`src/rtl/cmd_stream_loader.sv`:
```
// Packs a 32-bit valid/ready word stream into wide commands and writes them to consecutive
// command-memory addresses. Optional trailing-checksum check: CMD_STREAM_LOADER_CHECKSUM_EN.
module cmd_stream_loader #(
    parameter int WORD_WIDTH     = 32,
    parameter int CMD_WIDTH      = 128,
    parameter int CMD_ADDR_WIDTH = 16
) (
    input  logic                      clk,
    input  logic                      reset_n,
    input  logic                      start,
    input  logic                      abort,
    input  logic [CMD_ADDR_WIDTH-1:0] base_addr,
    input  logic [CMD_ADDR_WIDTH-1:0] num_cmds,
    input  logic [WORD_WIDTH-1:0]     word_in,
    input  logic                      word_valid,
    output logic                      word_ready,
    output logic [CMD_ADDR_WIDTH-1:0] cmd_write_addr,
    output logic [CMD_WIDTH-1:0]      cmd_write,
    output logic                      cmd_write_enable,
    output logic                      busy,
    output logic                      done,
    output logic                      err
);

    localparam int WPC   = CMD_WIDTH / WORD_WIDTH;
    localparam int CNT_W = (WPC > 1) ? $clog2(WPC) : 1;
    localparam logic [CNT_W-1:0]          LAST_WORD = CNT_W'(WPC - 1);
    localparam logic [CNT_W-1:0]          CNT_ONE   = CNT_W'(1);
    localparam logic [CMD_ADDR_WIDTH-1:0] ADDR_ONE  = CMD_ADDR_WIDTH'(1);

    typedef enum logic [2:0] {
        S_IDLE,
        S_LOAD,
        S_WRITE,
        S_CHECK,
        S_DONE
    } state_t;

    state_t                    state_reg, state_next;
    logic [CMD_ADDR_WIDTH-1:0] base_reg;
    logic [CMD_ADDR_WIDTH-1:0] num_reg;
    logic [CMD_ADDR_WIDTH-1:0] cmd_cnt_reg;
    logic [CMD_ADDR_WIDTH-1:0] cmd_cnt_inc;
    logic [CNT_W-1:0]          word_cnt_reg;
    logic [CMD_WIDTH-1:0]      buf_reg;
    logic [CMD_WIDTH-1:0]      asm_next;
    logic [CMD_WIDTH-1:0]      cmd_write_reg;
    logic [CMD_ADDR_WIDTH-1:0] addr_reg;
    logic                      accept;
    logic                      last_word;

    assign accept      = word_valid && word_ready;
    assign last_word   = (word_cnt_reg == LAST_WORD);
    assign cmd_cnt_inc = cmd_cnt_reg + ADDR_ONE;

    // The incoming word replaces exactly one lane of the partially assembled command.
    for (genvar gi = 0; gi < WPC; gi++) begin : g_lane
        assign asm_next[gi*WORD_WIDTH +: WORD_WIDTH] =
            (word_cnt_reg == CNT_W'(gi)) ? word_in : buf_reg[gi*WORD_WIDTH +: WORD_WIDTH];
    end

    always_comb begin
        state_next = state_reg;
        case (state_reg)
            S_IDLE: begin
                if (start) state_next = (num_cmds == '0) ? S_DONE : S_LOAD;
            end
            S_LOAD: begin
                if (accept && last_word) state_next = S_WRITE;
            end
            S_WRITE: begin
                if (cmd_cnt_inc == num_reg) begin
`ifdef CMD_STREAM_LOADER_CHECKSUM_EN
                    state_next = S_CHECK;
`else
                    state_next = S_DONE;
`endif
                end else begin
                    state_next = S_LOAD;
                end
            end
            S_CHECK: begin
                if (accept) state_next = S_DONE;
            end
            S_DONE:  state_next = S_IDLE;
            default: state_next = S_IDLE;
        endcase
        if (abort) state_next = S_IDLE;
    end

    // Strobes are suppressed in the abort cycle so an aborted load never writes or completes.
    assign word_ready       = (state_reg == S_LOAD) || (state_reg == S_CHECK);
    assign cmd_write_enable = (state_reg == S_WRITE) && !abort;
    assign done             = (state_reg == S_DONE) && !abort;
    assign busy             = (state_reg != S_IDLE);
    assign cmd_write        = cmd_write_reg;
    assign cmd_write_addr   = addr_reg;

    always_ff @(posedge clk or negedge reset_n) begin
        if (!reset_n) begin
            state_reg     <= S_IDLE;
            base_reg      <= '0;
            num_reg       <= '0;
            cmd_cnt_reg   <= '0;
            word_cnt_reg  <= '0;
            buf_reg       <= '0;
            cmd_write_reg <= '0;
            addr_reg      <= '0;
        end else begin
            state_reg <= state_next;
            if (abort) begin
                word_cnt_reg <= '0;
            end else begin
                case (state_reg)
                    S_IDLE: begin
                        if (start) begin
                            base_reg     <= base_addr;
                            num_reg      <= num_cmds;
                            cmd_cnt_reg  <= '0;
                            word_cnt_reg <= '0;
                        end
                    end
                    S_LOAD: begin
                        if (accept) begin
                            buf_reg <= asm_next;
                            if (last_word) begin
                                word_cnt_reg  <= '0;
                                cmd_write_reg <= asm_next;
                                addr_reg      <= base_reg + cmd_cnt_reg;
                            end else begin
                                word_cnt_reg <= word_cnt_reg + CNT_ONE;
                            end
                        end
                    end
                    S_WRITE: cmd_cnt_reg <= cmd_cnt_inc;
                    default: ;
                endcase
            end
        end
    end

`ifdef CMD_STREAM_LOADER_CHECKSUM_EN
    logic [WORD_WIDTH-1:0] xor_reg;
    logic                  err_reg;

    always_ff @(posedge clk or negedge reset_n) begin
        if (!reset_n) begin
            xor_reg <= '0;
            err_reg <= 1'b0;
        end else if (!abort) begin
            if (state_reg == S_IDLE && start) begin
                xor_reg <= '0;
                err_reg <= 1'b0;
            end else if (state_reg == S_LOAD && accept) begin
                xor_reg <= xor_reg ^ word_in;
            end else if (state_reg == S_CHECK && accept) begin
                if (word_in != xor_reg) err_reg <= 1'b1;
            end
        end
    end

    assign err = err_reg;
`else
    assign err = 1'b0;
`endif

endmodule
```
`config.mk`:
```
export PLATFORM = sky130hd
export DESIGN_NAME = cmd_stream_loader
export DESIGN_NICKNAME = d
export VERILOG_FILES = /design/src/rtl/cmd_stream_loader.sv
export SDC_FILE = /design/constraint.sdc
export NUM_CORES = 1
export LEC_CHECK = 0
export CORE_MARGIN = 2
export CORE_UTILIZATION = 31
export CTS_BUF_LIST = sky130_fd_sc_hd__clkbuf_8
export CTS_CLUSTER_SIZE = 16
export DETAILED_ROUTE_END_ITERATION = 12
export HOLD_SLACK_MARGIN = 0.08
export PLACE_DENSITY = 0.52
export SYNTH_ARGS = -nofsm -noshare
export SYNTH_HDL_FRONTEND = slang
export SYNTH_SLANG_ARGS = --single-unit
```
`constraint.sdc`:
```
create_clock -name clk -period 3.05 [get_ports clk]
set_clock_uncertainty 0.05 [all_clocks]
set_input_delay 0.61 -clock clk [delete_from_list [all_inputs] [get_ports clk]]
set_output_delay 0.61 -clock clk [all_outputs]
set_load 0.01 [all_outputs]
```
==> metrics, run 1 <==
Pwr Total=9190 uW; Mean Syn Cell Area=11.1 sq um; post-synthesis cell type count=57; grt met2 use=0.253; Peak VDD IR=between 0.2 and 0.3 mV; GRT Overall Usage=0.161; post-synthesis cell count=1197; met3 usage=0.0284; DIE HEIGHT=roughly 210 um; crit share post-route=0.930; final hold violation count=0; Post-DP HPWL=between 20 and 25 mm; die width=211 um; switch share=0.259; number of routed nets with antenna violations=0; vias per inst=4.83; max reg flops=roughly 130; clock root buffer=clkbuf_8; Vias=9656; final layout net count=1514; I/O pins=roughly 220; GPL Wtd Cong=0.824; Skew-Pair Late Insertion Delay=0.62 ns; R2R Setup Slk=0.45 ns; GRT overflow=0; clock slew at reported path FFs=around 0.06 ns; Fmax achieved=between 300 and 400 MHz; DRT iter0 DRCs=approximately 540; Synth top area share=0.551; Flop pwr share=0.486; vias in the first global route=around 9.8k; number of max-cap violations=0; Layout area overhead=30.0%; TritonCTS Buffers=about 50; Residual DRC=0; Post-synth top flop=dfrtp_1; Worst R2R End=cmd_write_addr[15]$_DFFE_PN0P_; RR Startpoint=cmd_cnt_reg[6]$_DFFE_PN0P_; worst reg2reg path depth=7; Comb pwr share=0.128; drt total wl=about 35 mm; Most Crowded Layer GR=met2; hold path depth=2; LEAKAGE=0.00792 uW; syn_nets=approximately 1.3k; DR WL/cell=approximately 18 um; max-slew violations=0; Worst Path Arrival=2.18 ns; number of synthesized flops with an enable pin=0; H-tree depth=2; initial antenna violation count=0; crit path buf inv count=2; largest net degree at the start of global routing=71; Num Clock Sinks=293; clock share of power=0.386; Startpoint Class=flip-flop; Pint=roughly 6800 uW; CP cell instances=nor2_1, nand3b_1, inv_1, clkdlybuf4s50_1; switching power=2380 uW; drt pass-1 iters=5; Worst Max-Slew Pin Slew=0.765 ns; CP Class=flip-flop to output port; CP max-delay cell=clkdlybuf4s50_1; PD cells=532 mW/mm^2; #FFs+latches synth=293; HP Class=flip-flop to flip-flop; synth top area cells=dfrtp_1 55%, mux2_2 11%, mux2i_1 7.3%, nand2_1 4.3%, a21oi_1 4.1%; mapped cell area=0.0133 sq mm; postcts setup bufs=0; Final Setup Violations=0; CP top delay family=buffers and inverters; required time of the critical path=2.39 ns; register area share after synthesis=0.551; first-pass GRT wire length=55.9 mm; async set-reset flop share out of synthesis=1.00; CP Capture Type=output port; Max clock buf depth=3; area leader, netlist=dfrtp_1; setup TNS=0 ns; Crit Path Max Fanout=12; core area=0.0421 sq mm; TritonCTS clock tree=yes; Rel. slew slack=0.490; worst stage delay on the critical path=approximately 0.56 ns; Worst Hold End=cmd_write[109]$_DFFE_PN0P_; layout cell share with drive strength beyond 1=0.171; post-cts resize count=0; initial core utilization=0.316; met1 Usage GRT=0.222; synth warn=0; hold-fix buffer count after cts=1; site row count=75; min cycle time layout=roughly 2.8 ns; min-delay src=cmd_write[109]$_DFFE_PN0P_; status=finished clean; PortBufs=about 220; die area=0.0446 sq mm; RSZ-0062 raised after global routing=false
==> placed cells by master (no fill, tap or decap), drive strengths merged, types with 6 or more instances in the layout <==
master,count
a211oi,7
a21oi,110
buf,33
clkbuf,65
clkdlybuf4s50,215
dfrtp,293
ha,20
inv,31
mux2,131
mux2i,97
nand2,153
nand3,19
nand4,9
nor2,114
nor4,7
o21ai,44
or3,6
xnor2,14
xor2,14
==> tightest hold or removal path, stage by stage, from the launching register on <==
cell and delay [ns]:
dfrtp_1 0.34, nand2_1 0.05, nand2_1 0.05
==> worst max-delay path by stage <==
stage                          startpoint                        endpoint  slack, ns  cells after the start
4_1_cts          state_reg[0]$_DFFE_PN0P_                cmd_write_enable       0.14                      4
5_1_grt          state_reg[0]$_DFFE_PN0P_                cmd_write_enable       0.11                      4
3_3_place_gp                        abort         buf_reg[76]$_DFFE_PN0P_       0.28                      7
3_5_place_dp                        abort         buf_reg[66]$_DFFE_PN0P_       0.25                      7
6_report         state_reg[0]$_DFFE_PN0P_                cmd_write_enable       0.21                      4
2_1_floorplan  cmd_cnt_reg[0]$_DFFE_PN0P_  cmd_write_addr[14]$_DFFE_PN0P_       0.78                      9
==> power groups by stage <==
stage / Clock (uW) / Combinational, uW / Sequential (uW)
after global placement: 0 / 1170 / 4520
after global routing: 3860 / 1310 / 4520
after CTS: 3700 / 1200 / 4470
final: 3550 / 1170 / 4470
after detailed placement: 0 / 1190 / 4540
after floorplan: 0 / 746 / 4480
==> cells in the mapped netlist, drive strengths merged (2+ instances only) <==
master	number
mux2i	97
a31o	2
o21a	2
a21oi	110
or4b	2
or3	6
o21bai	2
nor3	3
and3	4
nand2	153
and4	2
nor4	7
or2	2
nor2b	4
a21o	5
o31ai	5
mux2	131
a2111oi	3
a211oi	7
nor3b	5
a211o	5
nor2	114
o21ai	44
ha	20
inv	11
a31oi	4
a22o	2
nor4b	4
buf	37
xor2	14
or4	2
clkbuf	38
o211a	2
nand4	9
nand3	19
dfrtp	293
xnor2	14
==> final cells by class <==
class                           count  area, sq um
Inverter                           11         41.3
Clock inverter                     23          108
Sequential cell                   293         7330
Multi-Input combinational cell    818         5610
Tap cell                          539          674
Antenna cell                        1         2.50
Fill cell                        4091        24900
Clock buffer                       65          895
Timing Repair Buffer              249         2620
==> per-stage QoR <==
stage | util | worst slack [ns] | std cells | instance area, sq um | hold WS [ns]
2_1_floorplan | - | 0.777 | 1197 | 13300 | 0.264
3_3_place_gp | 0.386 | 0.275 | 1909 | 16300 | 0.409
3_5_place_dp | 0.386 | 0.249 | 1909 | 16300 | 0.411
4_1_cts | 0.410 | 0.135 | 1998 | 17300 | 0.426
5_1_grt | 0.410 | 0.107 | 1998 | 17300 | 0.441
6_report | 0.410 | 0.214 | 1999 | 17300 | 0.422
==> logic make-up after synthesis <==
group,count (synthesis),share of synthesized area
flops,293,0.551
mux,228,0.184
compound gates,200,0.0860
other cells,1,0.000282
fa+ha+maj,21,0.0203
xor+xnor,28,0.0184
simple gates,340,0.112
buf+inv,86,0.0281
==> routing by layer <==
metal	part of all wire	vias up
met2	0.46	222
met3	0.045	57
met4	0.027	0
li1	-	4658
met1	0.47	4719
met5	0	-
No activity file was read; power rests on OpenSTA's default activity.
==> run 2: changes to the inputs <==
Settings changed: CORE_MARGIN 2 to default, SKIP_CTS_REPAIR_TIMING from default to 1.
==> metrics, run 2 (synthesis gave the netlist of run 1 again) <==
LEAKAGE=0.00792 uW (about the same); RSZ-0062 raised after global routing=false; GRT Overall Usage=0.163 (+0.00237); Worst Path Arrival=2.14 ns (-0.04 ns); largest net degree at the start of global routing=72 (+1.4%); Worst Max-Slew Pin Slew=0.685 ns (-0.0802 ns); TritonCTS Buffers=53 (+3.9%); switch share=0.251 (-0.00811); worst stage delay on the critical path=0.55 ns (about the same); max reg flops=128 (unchanged); PortBufs=216 (unchanged); Residual DRC=0 (unchanged); number of max-cap violations=0 (unchanged); Skew-Pair Late Insertion Delay=0.61 ns (about the same); Flop pwr share=0.469 (-0.017); grt met2 use=0.262 (+0.00901); Placed Cells=1905 (-0.21%); Pwr Total=9550 uW (+3.9%); Vias=9507 (-1.5%); design area=0.0173 sq mm (about the same); final hold violation count=0 (unchanged); Layout area overhead=29.9% (about the same); Final Setup Violations=0 (unchanged); Num Clock Sinks=293 (unchanged); met3 usage=0.0278 (-0.000594); DP Area=0.0161 sq mm (-0.88%); PD cells=553 mW/mm^2 (+3.9%); die width=209 um (-0.95%); H-tree depth=2 (unchanged); drt total wl=34.7 mm (-1.9%); site row count=75 (unchanged); vias per inst=4.75 (-1.6%); crit share post-route=0.917 (-0.0133); Rel. slew slack=0.543 (+0.0535); TritonCTS clock tree=yes; clock root buffer=clkbuf_8; Crit Path Max Fanout=12 (unchanged); R2R Setup Slk=0.43 ns (-0.02 ns); GPL Wtd Cong=0.820 (-0.50%); vias in the first global route=9701 (-0.60%); Peak VDD IR=0.289 mV (-2.2%); met1 Usage GRT=0.222 (-0.000322); setup TNS=0 ns (unchanged); Startpoint Class=flip-flop; CP Class=flip-flop to output port; GRT overflow=0 (unchanged); Pint=7150 uW (+5.0%); layout cell share with drive strength beyond 1=0.172 (+0.000568); Fmax achieved=358 MHz (+1.4%); switching power=2390 uW (+0.62%); most frequent cells in the layout=293 x dfrtp_1, 215 x clkdlybuf4s50_1, 149 x nand2_1; drt pass-1 iters=5 (unchanged); clock share of power=0.409 (+0.023); required time of the critical path=2.39 ns (about the same); DR WL/cell=17.3 um (-2.0%); Most Crowded Layer GR=met2; min cycle time layout=2.80 ns (-0.0404 ns); Max clock buf depth=3 (unchanged); core area=0.0421 sq mm (unchanged); Post-DP HPWL=23.3 mm (-3.3%); CP max-delay cell=clkdlybuf4s50_1; DRT iter0 DRCs=430 (-20%); clock slew at reported path FFs=0.06 ns (about the same); Comb pwr share=0.122 (-0.006); DIE HEIGHT=209 um (-0.95%); final layout net count=1512 (-0.13%); most common cell after layout, fill and taps aside=dfrtp_1; initial antenna violation count=0 (unchanged); initial core utilization=0.316 (unchanged); Min Hold Slack=0.422 ns (+0.0000830 ns); I/O pins=218 (unchanged); Finished Layout Cells=2000 (+0.050%); first-pass GRT wire length=55.8 mm (-0.12%); max-slew violations=0 (unchanged); die area=0.0437 sq mm (-1.9%); number of routed nets with antenna violations=0 (unchanged); CP Capture Type=output port; HP Class=flip-flop to flip-flop; status=finished clean; CP cell instances=nor2_1, nand3b_1, inv_1, clkdlybuf4s50_1
==> run 2: cell count changes in the layout (fill, tap and decap cells not counted), sizes merged <==
cell    before  now
inv         31   30
bufinv       0    3
clkbuf      65   68
buf         33   29
==> run 2: final timing paths <==
path | start | cells past startpoint | to
setup reg to reg | cmd_cnt_reg[6]$_DFFE_PN0P_ | 7 | cmd_write_addr[15]$_DFFE_PN0P_
min in group asynchronous | reset_n | 2 | num_reg[7]$_DFFE_PN0P_
setup / recovery | state_reg[0]$_DFFE_PN0P_ | 4 | cmd_write_enable
max in group asynchronous | reset_n | 3 | cmd_write[10]$_DFFE_PN0P_
hold / removal | cmd_write[103]$_DFFE_PN0P_ | 2 | cmd_write[103]$_DFFE_PN0P_
hold reg to reg | cmd_write[103]$_DFFE_PN0P_ | 2 | cmd_write[103]$_DFFE_PN0P_
==> run 2: worst max-delay path: cells and delay by family, from the launching register on <==
kind                   cells  cell delay, ns
AND/OR/NAND/NOR            2            0.31
flip-flops                 1            0.51
buffers and inverters      2            0.70
==> run 2: layout make-up <==
type | count | area (sq um)
Inverter | 11 | 41.3
Clock buffer | 68 | 936
Fill cell | 4073 | 24900
Sequential cell | 293 | 7330
Tap cell | 539 | 674
Antenna cell | 1 | 2.50
Clock inverter | 25 | 200
Timing Repair Buffer | 245 | 2470
Multi-Input combinational cell | 818 | 5610
==> run 2: metrics by stage <==
stage,utilization,setup WS (ns)
after global placement,0.383,0.233
after detailed placement,0.383,0.230
after global routing,0.410,0.120
after floorplan,-,0.777
after CTS,0.410,0.161
final,0.410,0.254
==> run 2: power groups by stage <==
stage / Sequential, uW / Combinational, uW / Clock [uW]
2_1_floorplan: 4480 / 746 / 0
3_3_place_gp: 4540 / 1160 / 0
3_5_place_dp: 4550 / 1180 / 0
4_1_cts: 4480 / 1190 / 4080
5_1_grt: 4530 / 1290 / 4250
6_report: 4480 / 1160 / 3910
==> run 2: routing by layer <==
metal,vias to the layer above,wire (um)
met4,0,767
li1,4670,-
met1,4583,16400
met3,57,1300
met5,-,0
met2,197,16200
